--- src/rtl/fetch_pkg.sv ---
// ============================================================================
// Module      : fetch_pkg
// Description : Shared types and constants for the instruction fetch controller.
// Revision    : 1.0 - initial release
// ============================================================================
`default_nettype none

package fetch_pkg;

    typedef enum logic [2:0] {
        IDLE    = 3'd0,
        REQ     = 3'd1,
        WAIT    = 3'd2,
        HOLD    = 3'd3,
        DISCARD = 3'd4
    } fetchState_t;

    localparam logic [31:0] PC_STEP          = 32'd4;
    localparam logic [31:0] DEFAULT_RESET_PC = 32'h0000_0000;

endpackage : fetch_pkg

`default_nettype wire

--- src/rtl/fetch_controller.sv ---
// ============================================================================
// Module      : fetch_controller
// Description : Single-outstanding instruction fetch FSM with branch redirect.
//               Optional macro FETCH_MISALIGN_TRAP_EN: misaligned redirects are
//               ignored and reported on misalignTrap.
// Revision    : 1.0 - initial release
// ============================================================================
`default_nettype none

module fetch_controller
    import fetch_pkg::*;
#(
    parameter logic [31:0] RESET_PC = DEFAULT_RESET_PC
) (
    input  logic        clk,
    input  logic        reset,
    input  logic        takeBranch,
    input  logic [31:0] branchAddress,
    output logic        imemReqValid,
    input  logic        imemReqReady,
    output logic [31:0] imemReqAddr,
    input  logic        imemRespValid,
    input  logic [31:0] imemRespData,
    output logic        fetchValid,
    input  logic        fetchReady,
    output logic [31:0] fetchInstr,
    output logic [31:0] fetchPc,
    output logic        misalignTrap
);

    fetchState_t state_q;
    fetchState_t state_d;
    logic [31:0] pc_q;
    logic [31:0] pc_d;
    logic [31:0] req_pc_q;
    logic [31:0] instr_buf_q;
    logic [31:0] fetch_pc_q;
    logic        req_pc_load;
    logic        buf_load;
    logic        redirect;

`ifdef FETCH_MISALIGN_TRAP_EN
    logic misaligned;
    logic trap_q;

    // A misaligned target is not a redirect at all; it only raises the trap.
    assign misaligned   = (branchAddress[1:0] != 2'b00);
    assign redirect     = takeBranch && !misaligned;
    assign misalignTrap = trap_q;

    always_ff @(posedge clk or posedge reset) begin
        if (reset) begin
            trap_q <= 1'b0;
        end else begin
            trap_q <= takeBranch && misaligned;
        end
    end
`else
    assign redirect     = takeBranch;
    assign misalignTrap = 1'b0;
`endif

    always_ff @(posedge clk or posedge reset) begin
        if (reset) begin
            state_q <= IDLE;
        end else begin
            state_q <= state_d;
        end
    end

    always_comb begin
        state_d      = state_q;
        pc_d         = pc_q;
        req_pc_load  = 1'b0;
        buf_load     = 1'b0;
        imemReqValid = 1'b0;
        fetchValid   = 1'b0;
        case (state_q)
            IDLE: begin
                state_d = REQ;
                if (redirect) begin
                    pc_d = branchAddress;
                end
            end
            REQ: begin
                imemReqValid = 1'b1;
                if (redirect) begin
                    pc_d = branchAddress;
                    // An accepted request in the redirect cycle is stale.
                    state_d = imemReqReady ? DISCARD : REQ;
                end else if (imemReqReady) begin
                    req_pc_load = 1'b1;
                    state_d     = WAIT;
                end
            end
            WAIT: begin
                if (redirect) begin
                    pc_d    = branchAddress;
                    state_d = imemRespValid ? REQ : DISCARD;
                end else if (imemRespValid) begin
                    buf_load = 1'b1;
                    state_d  = HOLD;
                end
            end
            HOLD: begin
                fetchValid = !redirect;
                if (redirect) begin
                    pc_d    = branchAddress;
                    state_d = REQ;
                end else if (fetchReady) begin
                    pc_d    = pc_q + PC_STEP;
                    state_d = REQ;
                end
            end
            DISCARD: begin
                // Leaving on the stale response even if a new redirect lands
                // with it; otherwise we would wait for a response never issued.
                if (redirect) begin
                    pc_d = branchAddress;
                end
                if (imemRespValid) begin
                    state_d = REQ;
                end
            end
            default: begin
                state_d = IDLE;
            end
        endcase
    end

    always_ff @(posedge clk or posedge reset) begin
        if (reset) begin
            pc_q        <= RESET_PC;
            req_pc_q    <= 32'd0;
            instr_buf_q <= 32'd0;
            fetch_pc_q  <= 32'd0;
        end else begin
            pc_q <= pc_d;
            if (req_pc_load) begin
                req_pc_q <= pc_q;
            end
            if (buf_load) begin
                instr_buf_q <= imemRespData;
                fetch_pc_q  <= req_pc_q;
            end
        end
    end

    assign imemReqAddr = pc_q;
    assign fetchInstr  = instr_buf_q;
    assign fetchPc     = fetch_pc_q;

endmodule : fetch_controller

`default_nettype wire

--- config.mk ---
export PLATFORM = sky130hd
export DESIGN_NAME = fetch_controller
export DESIGN_NICKNAME = d
export VERILOG_FILES = /design/src/rtl/fetch_pkg.sv /design/src/rtl/fetch_controller.sv
export SDC_FILE = /design/constraint.sdc
export NUM_CORES = 1
export LEC_CHECK = 0
export CAP_MARGIN = 20
export CORE_UTILIZATION = 40
export DETAILED_ROUTE_END_ITERATION = 8
export GPL_ROUTABILITY_DRIVEN = 1
export PLACE_DENSITY = 0.68
export SYNTH_ARGS = -nofsm -noshare
export SYNTH_HDL_FRONTEND = slang
export SYNTH_SLANG_ARGS = --single-unit
--- constraint.sdc ---
create_clock -name clk -period 13 [get_ports clk]
set_input_delay 2.6 -clock clk [delete_from_list [all_inputs] [get_ports clk]]
set_output_delay 2.6 -clock clk [all_outputs]
set_load 0.03 [all_outputs]
==> key figures <==
Run status
  • Status: finished clean

STA
  • Hold WS: 0.479 ns
  • Period utilisation layout: 53.9%
  • Final hold viol count: 0
  • Worst slew pin tran: 0.928 ns
  • Unrepaired setup endpoints after global routing: no
  • Final worst path period need: 7.01 ns
  • # setup viols final: 0
  • Final TNS setup: 0 ns
  • Worst Skew: 0.0110 ns
  • Headroom to the max-slew limit: 38.1%
  • Highest clock rate: 143 MHz
  • Max-slew violations: 0

Placement
  • Dpl hpwl: 9.85 mm
  • GP Congestion: 0.762
  • Placed standard-cell area: 0.00759 mm²
  • Number of buffers added on ports: 167

Cells and area
  • Final instance area: 0.00816 mm²
  • Area delta synth->final: 41.8%
  • NumNets Final: 710
  • Ant. Diodes: 0
  • Core Util, Final: 58.6%
  • Share of cells above drive strength 1: 21.6%
  • Fillers: 1,176

Synth
  • Post-Synth Adder-Cell Area: 0.391%
  • Mapped Nets: 547
  • Post-Synth XOR/XNOR Area: 0%
  • Complex-gate fraction of the synthesized area: 11.2%
  • Yosys warns: 0
  • Seq/Total Area, Yosys: 56.9%
  • Simple-Gate Fraction of Synth Area: 10.6%
  • Largest family of logic cells by synthesized area: multiplexers
  • Top cells by count, synth: dfrtp_1 (131), mux2_2 (92), nand2_1 (42), a21oi_1 (29), nor2_1 (20)
  • Syn Area/Cell: 12.1 µm²
  • Synth cell types: 51
  • Multiplexer share of the synthesized area: 18.0%
  • Top-count cell post-synth: dfrtp_1
  • Synthesis-stage register bit count: 131
  • Area leader, netlist: dfrtp_1
  • Cell Area, Synth: 0.00576 mm²
  • Top FF cell, synth: dfrtp_1
  • Post-synth EDFFs: 0
  • Top post-synthesis cells by area: dfrtp_1 (57%), mux2_2 (18%), nand2_1 (2.7%)
  • Cell count after synthesis: 476
  • Synth async-reset ratio: 100%
  • Top-area cell type share of the netlist area: 56.9%

Power and ir drop
  • Power share of the clock group: 21.4%
  • Combinational power share: 43.7%
  • Seq pwr share: 34.9%
  • Power, Total: 0.00215 W
  • VDD IR-drop max: 0.000107 V
  • Pwr/cell area: 263 mW/mm²
  • Sw Ratio: 38.7%
  • Net switching power: 0.000833 W
  • Leak pwr: 3.45 nW
  • Internal Power: 0.00132 W

Global route
  • Vias in the first global route: 4,509
  • Initial antenna violation count: 0
  • Total global-route track usage: 20.3%
  • First-pass GRT wire length: 22.9 mm
  • Largest net degree at the start of global routing: 77
  • Gr ovfl total: 0

Detailed routing
  • Drt initial violations: 226
  • DR WL/cell: 17.1 µm
  • Aggregate routed wire length: 14.2 mm
  • Vias: 4,446
  • DRC errors left: 0
  • Vias per std cell: 5.34
  • ANT nets after route: 0
  • DRT Pass-1 Iters: 4

Clocking
  • CTS tree: built
  • Hold buffers post-CTS: 0
  • Clk sinks: 131
  • CTS Root Cell: clkbuf_16
  • Clock-pin transition on the worst setup and hold timing paths: 0.05 ns
  • Setup bufs post-CTS: 0
  • # resized after CTS: 0
  • Cts bufs inserted: 17
  • Clock buffer depth: 2
  • Clk_lat worst skew: 0.42 ns
  • H-tree depth: 4

Worst setup path
  • Crit path from: takeBranch
  • Worst path required time: 10.40 ns
  • Worst Reg2Reg Path Length in Cells: 6
  • Critical Path Fanout Max: 9
  • Worst r2r src: state_q[2]$_DFFE_PP0P_
  • CP Capture Type: output port
  • Crit Path Class: in2out
  • Data arrival, critical path: 4.41 ns
  • CP Launch Type: primary input

Floorplan
  • Die span in y: 122 µm
  • Die area: 0.0149 mm²
  • FP Rows: 43
  • # IOs: 169
  • Core box area: 0.0139 mm²
  • Initial Utilization: 41.3%
  • Die W: 122 µm

Hold path
  • Worst min-delay path startpoint: req_pc_q[10]$_DFFE_PP0P_
  • Worst Hold Class: reg2reg
  • Hold path depth: 2

Job
  • MaxCap Viol Count: 0
-- worst paths after layout --
| check | to | slack (ns) |
|---|---|---|
| min | req_pc_q[10]$_DFFE_PP0P_ | 0.48 |
| min reg2reg | req_pc_q[10]$_DFFE_PP0P_ | 0.48 |
| max reg2reg | imemReqAddr[20]$_DFFE_PP0P_ | 10.61 |
| max in group asynchronous | fetchPc[9]$_DFFE_PP0P_ | 9.07 |
| min in group asynchronous | req_pc_q[29]$_DFFE_PP0P_ | 2.61 |
| max | fetchValid | 5.99 |
-- through the flow --
step | instances | setup WS (ns)
CTS | 832 | 6.01
finish | 832 | 5.99
global route | 832 | 5.90
global placement | 800 | 6.09
detailed placement | 800 | 6.02
floorplan | 476 | 6.90
-- worst max-delay path: stages --
cell             delay, ns
clkdlybuf4s50_1       0.60
nor2_1                0.34
and3_1                0.20
clkdlybuf4s50_1       0.66
-- area by class of cell --
| class | instances | area (µm²) | area share, % |
|---|---|---|---|
| flip-flops and latches | 131 | 3280 | 40.2 |
| repair buffers | 173 | 1720 | 21.0 |
| inverters | 8 | 35.0 | 0.429 |
| multi-input cells | 308 | 2330 | 28.6 |
| well taps | 180 | 225 | 2.76 |
| clock inverters | 9 | 105 | 1.29 |
| clock buffers | 23 | 468 | 5.73 |
-- power by group through the flow --
stage | sequential (W) | combinational [W] | clock [W]
CTS | 0.000752 | 0.000949 | 0.000469
finish | 0.000750 | 0.000940 | 0.000460
floorplan | 0.000987 | 0.000313 | 0
detailed placement | 0.000757 | 0.000946 | 0
global placement | 0.000745 | 0.000931 | 0
global route | 0.000779 | 0.00101 | 0.000491
-- cells in the final DEF, fill, tap and decap left out, types with 3 or more instances in the layout --
master,Yosys,routed
a21oi_1,29,29
a22oi_1,5,5
a2bb2oi_1,8,8
a31oi_1,3,3
and3_1,5,5
buf_4,1,6
clkbuf_1,13,4
clkbuf_16,0,17
clkdlybuf4s50_1,0,167
clkinv_2,0,4
dfrtp_1,131,131
inv_1,8,7
mux2_2,92,92
nand2_1,42,41
nand3_1,12,12
nand4_1,8,8
nor2_1,20,20
o211ai_1,3,3
o21ai_0,14,14
o21ai_1,6,6
o22a_1,4,4
o22ai_1,12,12
or4_1,6,6
-- state kept, by name, indices dropped and copies added (netlist names) --
name,flops
fetchInstr,32
fetchPc,32
imemReqAddr,32
req_pc_q,32
state_q,3
-- metal layers --
metal	GRT usage, %	part of all wire (%)	routed length [µm]	vias to the layer above
li1	-	-	-	2067
met1	24.7	42	5930	2183
met2	32.5	48	6750	181
met3	7.49	9.4	1340	15
met4	7.87	1.3	182	0
met5	0	0	0	-
-- cell families after synthesis --
logic type / after synthesis
buffers and inverters: 37
and+or+nand+nor: 114
muxes: 92
DFF: 131
AOI/OAI and AO/OA: 99
other: 1
adders and majority gates: 2
Power figures use the tool's default switching activity.
==> patch, RTL diff (config.mk and constraints unchanged) <==
Add a define of `FETCH_MISALIGN_TRAP_EN`.
--- a/src/rtl/fetch_controller.sv
+++ b/src/rtl/fetch_controller.sv
@@ -6,6 +6,8 @@
 // Revision    : 1.0 - initial release
 // ============================================================================
 `default_nettype none
+
+`define FETCH_MISALIGN_TRAP_EN
 
 module fetch_controller
     import fetch_pkg::*;
Check against the original RTL: not equivalent (Yosys sat finds a counterexample within 4 cycles, from zero or initial values and one cycle with reset high).
==> patch against the original RTL <==
Routed wire length is 3.9% higher. Worst setup slack gained 0.17 ns. Count of clock-buffer cells in the layout down 3. Sequential cell count up 1. Critical path depth unchanged. Clock power increased by 7.6%. Global-route usage is 0.054 points higher. Synthesized area rose by 1.5%. Total power up 6.0%. Design area rose by 1.3%. Clock skew barely moved.
==> patch: results (changes against the original RTL) <==
* WHS Path Cells at 1 (was 2)
* Compound-Gate Fraction of Synth Area at 0.0970 (was 0.112)
* Worst slew margin at 0.342 (was 0.381)
* WL met1 at 6480 um (was 5930 um)
* CP Data Arrival Time at 4.24 ns (was 4.41 ns)
* DP HPWL at 10400 um (was 9850 um)
* WL per Instance at 17.7 um (was 17.1 um)
* Pleak at 0.00330 uW (was 0.00345 uW)
* Max FO, Critical Path at 3 (was 9)
* First-pass GRT wire length at 23200 um (was 22900 um)
* All-Layer GR Usage at 0.203 (about the same)
* Fin nets at 714 (was 710)
* Grt met2 use at 0.316 (was 0.325)
* Hold WS at 0.482 ns (was 0.479 ns)
* Multiplexer area fraction after synthesis at 0.187 (was 0.180)
* Max stage delay on crit path at 0.58 ns (was 0.66 ns)
* Placer Congestion at 0.860 (was 0.762)
* Post-DP Area at 0.00765 mm2 (was 0.00759 mm2)
* Mapped Nets at 549 (was 547)
* Synth unique cells at 56 (was 51)
* Vias/cell at 5.43 (was 5.34)
* GR met3 Demand/Resource at 0.0637 (was 0.0749)
* R2R cell count at 5 (was 6)
* Pin count of the biggest net entering global routing at 68 (was 77)
* Post-synthesis adder-cell area fraction at 0.00385 (was 0.00391)
* FILL cells at 1186 (was 1176)
* Period minus WS final at 6.84 ns (was 7.01 ns)
* Met3 WL post-DR at 1170 um (was 1340 um)
* R2r endpoint: imemReqAddr[30] (was imemReqAddr[20])
* Synth cell count leaders: dfrtp_1, mux2_2, a21oi_1, nand2_1 (was dfrtp_1, mux2_2, nand2_1)
* Post-placement cell count at 804 (was 800)
* Worst slack at placement at 6.16 ns (was 6.02 ns)
* Final Non-Filler Cells at 836 (was 832)
* Seq/Total Area, Yosys at 0.565 (was 0.569)
* R2R Path Start: state_q[1] (was state_q[2])
* Clk_skew at 0.0113 ns (was 0.0110 ns)
* Status: complete, no violations (unchanged)
* WHS Endpoint: fetchInstr[22] (was req_pc_q[10])
-- patch: changes by cell type after synthesis, moves of 5 or more --
| cell | delta |
|---|---|
| clkbuf_1 | -6 |
| a2bb2oi_1 | -8 |
| and2_1 | +5 |
| nand3_1 | +6 |
| or4_1 | -5 |
| nand2_1 | -15 |
| a311oi_1 | +5 |
| mux2_1 | +6 |
| o21ai_0 | +9 |
| nor3_1 | +10 |
| o21ai_1 | -5 |
-- patch: layout make-up --
cell class	count	area, um2	share of cell area
Inverter	5	23.8	0.00288
Sequential cell	132	3300	0.400
Clock buffer	20	437	0.0528
Clock inverter	12	178	0.0215
Tap cell	180	225	0.0272
Multi-Input combinational cell	314	2380	0.288
Timing Repair Buffer	173	1720	0.208
-- patch: power by group --
part           internal (uW)  switching, uW
Combinational            466            548
Clock                    321            174
Sequential               602            168
